## src/rtl/lsu_ctrl.sv

```systemverilog
// -----------------------------------------------------------------------------
// lsu_ctrl -- load/store unit, initiator side of a word-wide data-memory port.
//
// Accepts one load/store request at a time and drives the data memory, which
// has an asynchronous read and a synchronous write. Byte and halfword stores
// are done as read-modify-write. Load results are sign- or zero-extended.
// Misaligned and out-of-range accesses are reported and never reach memory.
//
// Handshake: a request transfers on a rising edge where req_valid and
// req_ready are both 1. req_ready is 1 only in IDLE, and req_valid is ignored
// in every other state. resp_valid is a one-cycle pulse. resp_rdata,
// resp_misalign and resp_oor are meaningful only while resp_valid is 1, and
// they read 0 at all other times.
//
// Ports
//   clk, rst_n       clock (rising edge) and asynchronous active-low reset
//   req_valid/ready  request handshake
//   req_op           0 LW, 1 LH, 2 LHU, 3 LB, 4 LBU, 5 SW, 6 SH, 7 SB
//   req_addr         byte address
//   req_wdata        store data (low byte/half used for SB/SH)
//   resp_valid       completion pulse
//   resp_rdata       extended load data (0 for stores and faults)
//   resp_misalign    alignment fault flag
//   resp_oor         out-of-range flag ((addr>>2) >= MEM_DEPTH)
//   mem_address      word-aligned address while accessing memory, else 0
//   mem_writeData    merged word while writing, else 0
//   mem_memWrite     write strobe
//   mem_memRead      read strobe
//   mem_readData     memory read data (may be Z outside READ)
//   dbg_state        current FSM state (0 IDLE, 1 READ, 2 WRITE, 3 RESP)
// -----------------------------------------------------------------------------
module lsu_ctrl #(
    parameter int MEM_DEPTH = 256
) (
    input  logic        clk,
    input  logic        rst_n,
    input  logic        req_valid,
    output logic        req_ready,
    input  logic [2:0]  req_op,
    input  logic [31:0] req_addr,
    input  logic [31:0] req_wdata,
    output logic        resp_valid,
    output logic [31:0] resp_rdata,
    output logic        resp_misalign,
    output logic        resp_oor,
    output logic [31:0] mem_address,
    output logic [31:0] mem_writeData,
    output logic        mem_memWrite,
    output logic        mem_memRead,
    input  logic [31:0] mem_readData,
    output logic [1:0]  dbg_state
);

    localparam logic [2:0] OP_LW  = 3'd0;
    localparam logic [2:0] OP_LH  = 3'd1;
    localparam logic [2:0] OP_LHU = 3'd2;
    localparam logic [2:0] OP_LB  = 3'd3;
    localparam logic [2:0] OP_LBU = 3'd4;
    localparam logic [2:0] OP_SW  = 3'd5;
    localparam logic [2:0] OP_SH  = 3'd6;
    localparam logic [2:0] OP_SB  = 3'd7;

    localparam logic [31:0] DEPTH_W = 32'(MEM_DEPTH);

    typedef enum logic [1:0] {
        S_IDLE  = 2'd0,
        S_READ  = 2'd1,
        S_WRITE = 2'd2,
        S_RESP  = 2'd3
    } state_t;

    state_t      r_state;
    logic [2:0]  r_op;
    logic [31:0] r_addr;
    logic [31:0] r_wword;     // store data at accept, merged word after READ
    logic [31:0] r_rdata;
    logic        r_misalign;
    logic        r_oor;

    logic        w_misalign;
    logic        w_oor;
    logic        w_fault;
    logic        w_r_is_load;

    // Fault detection on the incoming request, used at the accept edge.
    always_comb begin
        w_misalign = 1'b0;
        unique case (req_op)
            OP_LW, OP_SW:         w_misalign = (req_addr[1:0] != 2'b00);
            OP_LH, OP_LHU, OP_SH: w_misalign = req_addr[0];
            default:              w_misalign = 1'b0;
        endcase
    end

    assign w_oor       = ({2'b00, req_addr[31:2]} >= DEPTH_W);
    assign w_fault     = w_misalign | w_oor;
    assign w_r_is_load = (r_op <= OP_LBU);

    // Extend the addressed byte/half of a little-endian word.
    function automatic logic [31:0] load_ext(input logic [31:0] word,
                                             input logic [2:0]  op,
                                             input logic [1:0]  lane);
        logic [7:0]  b;
        logic [15:0] h;
        b = word[8*lane +: 8];
        h = lane[1] ? word[31:16] : word[15:0];
        unique case (op)
            OP_LH:   load_ext = {{16{h[15]}}, h};
            OP_LHU:  load_ext = {16'h0000, h};
            OP_LB:   load_ext = {{24{b[7]}}, b};
            OP_LBU:  load_ext = {24'h000000, b};
            default: load_ext = word;
        endcase
    endfunction

    // Replace the addressed byte/half of the word read back from memory.
    function automatic logic [31:0] merge(input logic [31:0] word,
                                          input logic [2:0]  op,
                                          input logic [1:0]  lane,
                                          input logic [31:0] wdata);
        merge = word;
        if (op == OP_SB) begin
            merge[8*lane +: 8] = wdata[7:0];
        end else if (lane[1]) begin
            merge[31:16] = wdata[15:0];
        end else begin
            merge[15:0] = wdata[15:0];
        end
    endfunction

    always_ff @(posedge clk or negedge rst_n) begin
        if (!rst_n) begin
            r_state    <= S_IDLE;
            r_op       <= OP_LW;
            r_addr     <= 32'h0;
            r_wword    <= 32'h0;
            r_rdata    <= 32'h0;
            r_misalign <= 1'b0;
            r_oor      <= 1'b0;
        end else begin
            unique case (r_state)
                S_IDLE: begin
                    if (req_valid) begin
                        r_op       <= req_op;
                        r_addr     <= req_addr;
                        r_wword    <= req_wdata;
                        r_rdata    <= 32'h0;
                        r_misalign <= w_misalign;
                        r_oor      <= w_oor;
                        if (w_fault) begin
                            r_state <= S_RESP;
                        end else if (req_op == OP_SW) begin
                            r_state <= S_WRITE;
                        end else begin
                            r_state <= S_READ;
                        end
                    end
                end
                S_READ: begin
                    if (w_r_is_load) begin
                        r_rdata <= load_ext(mem_readData, r_op, r_addr[1:0]);
                        r_state <= S_RESP;
                    end else begin
                        r_wword <= merge(mem_readData, r_op, r_addr[1:0], r_wword);
                        r_state <= S_WRITE;
                    end
                end
                S_WRITE: r_state <= S_RESP;
                S_RESP:  r_state <= S_IDLE;
                default: r_state <= S_IDLE;
            endcase
        end
    end

    // Outputs are decoded from the registered state so reset clears them at once.
    assign req_ready     = (r_state == S_IDLE);
    assign resp_valid    = (r_state == S_RESP);
    assign resp_rdata    = (r_state == S_RESP) ? r_rdata : 32'h0;
    assign resp_misalign = (r_state == S_RESP) & r_misalign;
    assign resp_oor      = (r_state == S_RESP) & r_oor;
    assign mem_memRead   = (r_state == S_READ);
    assign mem_memWrite  = (r_state == S_WRITE);
    assign mem_address   = (mem_memRead | mem_memWrite) ? {r_addr[31:2], 2'b00} : 32'h0;
    assign mem_writeData = mem_memWrite ? r_wword : 32'h0;
    assign dbg_state     = r_state;

endmodule

```

## config.mk

```make
export PLATFORM = sky130hd
export DESIGN_NAME = lsu_ctrl
export DESIGN_NICKNAME = d
export VERILOG_FILES = /design/src/rtl/lsu_ctrl.sv
export SDC_FILE = /design/constraint.sdc
export NUM_CORES = 1
export LEC_CHECK = 0
export ABC_AREA = 1
export CAP_MARGIN = 20
export CORE_ASPECT_RATIO = 1.25
export CORE_MARGIN = 8
export CORE_UTILIZATION = 40
export CTS_CLUSTER_SIZE = 30
export DETAILED_ROUTE_END_ITERATION = 8
export GPL_ROUTABILITY_DRIVEN = 0
export PLACE_DENSITY = 0.68
export SYNTH_ARGS = -nofsm -noshare
export SYNTH_HDL_FRONTEND = slang
export SYNTH_SLANG_ARGS = --single-unit
```

## constraint.sdc

```tcl
create_clock -name clk -period 3.2 [get_ports clk]
set_input_delay 0.8 -clock clk [delete_from_list [all_inputs] [get_ports clk]]
set_output_delay 0.8 -clock clk [all_outputs]
set_load 0.01 [all_outputs]
```

==> reports/results.tsv <==
stage	metric	value	unit
status	status	finished, final reports clean	
global_route	grt_max_degree	50	
floorplan	die_h	162	µm
power	p_clk_share	14.0	%
global_route	overflow	0	
logic_synthesis	synth_top_family_by_area	simple AND/OR/NAND/NOR gates	
logic_synthesis	synth-seq-cells	103	
clocking	cts_max_level	3	
run	maxCapViolCount	0	
place	dp_slack	0.582	ns
clocking	cts-root-buf	clkbuf_16	
drt	routed_wl	23200	µm
drt	routed-via-count	7292	
layout	layout_common_cells	nand2_1, clkdlybuf4s50_1, inv_1, nor2_1, dfrtp_1	
logic_synthesis	synthXorXnorAreaFrac	0	%
layout	fill_cells	1668	
sta	whs	0.414	ns
power	p_leak	5.10	nW
drt	firstDrtPassIters	4	
layout	area.growth.synth_to_final	37.0	%
power	p_per_area	960	mW/mm²
logic_synthesis	synth_fa_ha_area_share	1.64	%
logic_synthesis	synth_compound_area_share	13.0	%
floorplan	die_w	133	µm
floorplan	core_area	0.0168	mm²
floorplan	die_area	0.0216	mm²
sta	finalCriticalPeriod	2.99	ns
floorplan	rows	53	
logic_synthesis	syn_avg_cell_area	6.22	µm²
logic_synthesis	synth-seq-area-share	37.6	%
power	pwr-share-comb	60.1	%
clocking	cts_tree	built	
worst_setup_path	critPathArrivalTime	2.19	ns
sta	skew	0.00673	ns
global_route	grt_pass1_vias	7338	
logic_synthesis	synth_warnings	0	
drt	drt_iter0_drc	631	
layout	nNetsFinal	1391	
power	power.total	0.00902	W
sta	setup_tns	0	ns
layout	num_antenna_cells	0	
clocking	cts_resized	0	
worst_setup_path	crit_fanout	31	
sta	rsz0062_at_grt	no	
drt	ant_nets	0	
sta	timing.fmax	335	MHz
clocking	clockBufferDepth	2	
sta	slew_violations	0	
worst_setup_path	crit_required	2.40	ns
clocking	clk_latency	0.35	ns
global_route	grt_pass1_wl	37400	µm
worst_setup_path	critPathKind	register to output pin	
drt	drc	0	
power	netSwitchingFraction	46.8	%
worst_setup_path	cp-end-kind	output pin	
clocking	numCtsBuffers	9	
layout	final_common_cell	nand2_1	
power	peakVddDrop	0.438	mV
logic_synthesis	synthMuxAreaShare	0	%
sta	setup_ws	0.213	ns
place	portBuffers	203	
global_route	antenna_found_initial	0	
power	switchingPower	0.00422	W
sta	hold_viol_final	0	
sta	setup_viol	0	
power	internal_power	0.00480	W
logic_synthesis	netlist_instances	1102	
floorplan	start_util	40.7	%
layout	drive_gt1_share	4.28	%
clocking	clk_pin_slew	0.07	ns
logic_synthesis	synth-simple-area-share	35.2	%
floorplan	ioPinCount	206	
sta	fin_crit_sh	93.3	%
place	dp_hpwl	18000	µm
worst_setup_path	r2r_slack	0.82	ns
logic_synthesis	yosysUniqueCellTypes	29	
drt	drt-wirelength-per-cell	15.5	µm
sta	worstMarginPinSlew	0.599	ns
clocking	cts_sinks	103	
sta	slew_headroom	60.0	%
global_route	grt_usage	21.5	%
power	seqPwrFrac	25.9	%
worst_hold_path	hold_path.class	input port to async pin	
logic_synthesis	syn-cell-area	0.00686	mm²
clocking	postCtsSetupBuffers	0	
worst_setup_path	crit_path_start_kind	register	
drt	drt-vias-per-instance	4.85	
clocking	hold_buffers	0	
==> power groups by stage <==
| stage | Clock (W) | Combinational (W) | Sequential (W) |
|---|---|---|---|
| 2_1_floorplan | 0 | 0.00353 | 0.00222 |
| 3_3_place_gp | 0 | 0.00535 | 0.00235 |
| 3_5_place_dp | 0 | 0.00542 | 0.00235 |
| 4_1_cts | 0.00128 | 0.00546 | 0.00233 |
| 5_1_grt | 0.00132 | 0.00613 | 0.00242 |
| 6_report | 0.00126 | 0.00543 | 0.00234 |
==> cells in the mapped netlist (all sizes together) <==
master	instances	share of area (%)
a21oi	69	5.0
inv	161	8.8
o21ai	96	7.2
clkbuf	33	1.8
dfrtp	103	38
buf	20	1.7
nand4	1	0.091
nand3b	2	0.22
nand2	442	25
ha	9	1.6
o21bai	6	0.66
o31ai	1	0.18
conb	1	0.055
nor2	110	6.7
clkinv	2	0.11
nand3	46	3.5
==> area by class of cell <==
type / count / area [µm²] / area share [%]
Clock buffer: 9 / 225 / 2.40
Clock inverter: 6 / 109 / 1.16
Inverter: 163 / 614 / 6.54
Multi-Input combinational cell: 784 / 3440 / 36.6
Sequential cell: 103 / 2580 / 27.4
Tap cell: 220 / 275 / 2.93
Timing Repair Buffer: 219 / 2160 / 23.0
==> per-layer routing <==
metal  global-route usage [%]  vias up  share of wire, %
li1                         -     3700                 -
met2                     34.9      300                46
met3                     6.64       56               8.8
met1                     24.6     3236                40
met5                        0        -                 0
met4                     12.8        0               5.2
==> metrics by stage <==
stage | utilization [%] | instance area, µm² | cells
after CTS | 55.8 | 9400 | 1504
after detailed placement | 53.8 | 9070 | 1489
final | 55.8 | 9400 | 1504
after floorplan | - | 6860 | 1103
after global placement | 53.8 | 9070 | 1489
after global routing | 55.8 | 9400 | 1504
==> registers in the layout, summed over array words and instances, names as in the netlist <==
register    flops
dbg_state       2
r_addr         32
r_misalign      1
r_oor           1
r_op            3
r_rdata        32
r_wword        32
==> critical path: stages, from the launching register on <==
cell	delay (ns)
dfrtp_1	0.41
inv_1	0.10
ha_1	0.28
buf_4	0.31
nand2_1	0.09
inv_1	0.06
clkdlybuf4s50_1	0.57
==> cell families (layout without fill, tap and decap cells) <==
logic type,Yosys count,count (layout)
flops,103,103
simple gates,601,601
other cells,1,2
buf+inv,216,397
fa+ha+maj,9,9
compound gates,172,172
==> worst paths after layout <==
kind                                          startpoint                       to  cells past startpoint
max in group asynchronous                          rst_n   r_addr[14]$_DFFE_PN0P_                      2
worst min-delay path                               rst_n  r_wword[20]$_DFFE_PN0P_                      1
min in group clk                 r_rdata[28]$_DFFE_PN0P_  r_rdata[28]$_DFFE_PN0P_                      2
worst max register to register     r_addr[0]$_DFFE_PN0P_  r_wword[18]$_DFFE_PN0P_                      9
worst min register to register   r_rdata[28]$_DFFE_PN0P_  r_rdata[28]$_DFFE_PN0P_                      2
worst max-delay path            dbg_state[1]$_DFFE_PN0P_          mem_address[17]                      6
(Power assumes the default switching activity.)
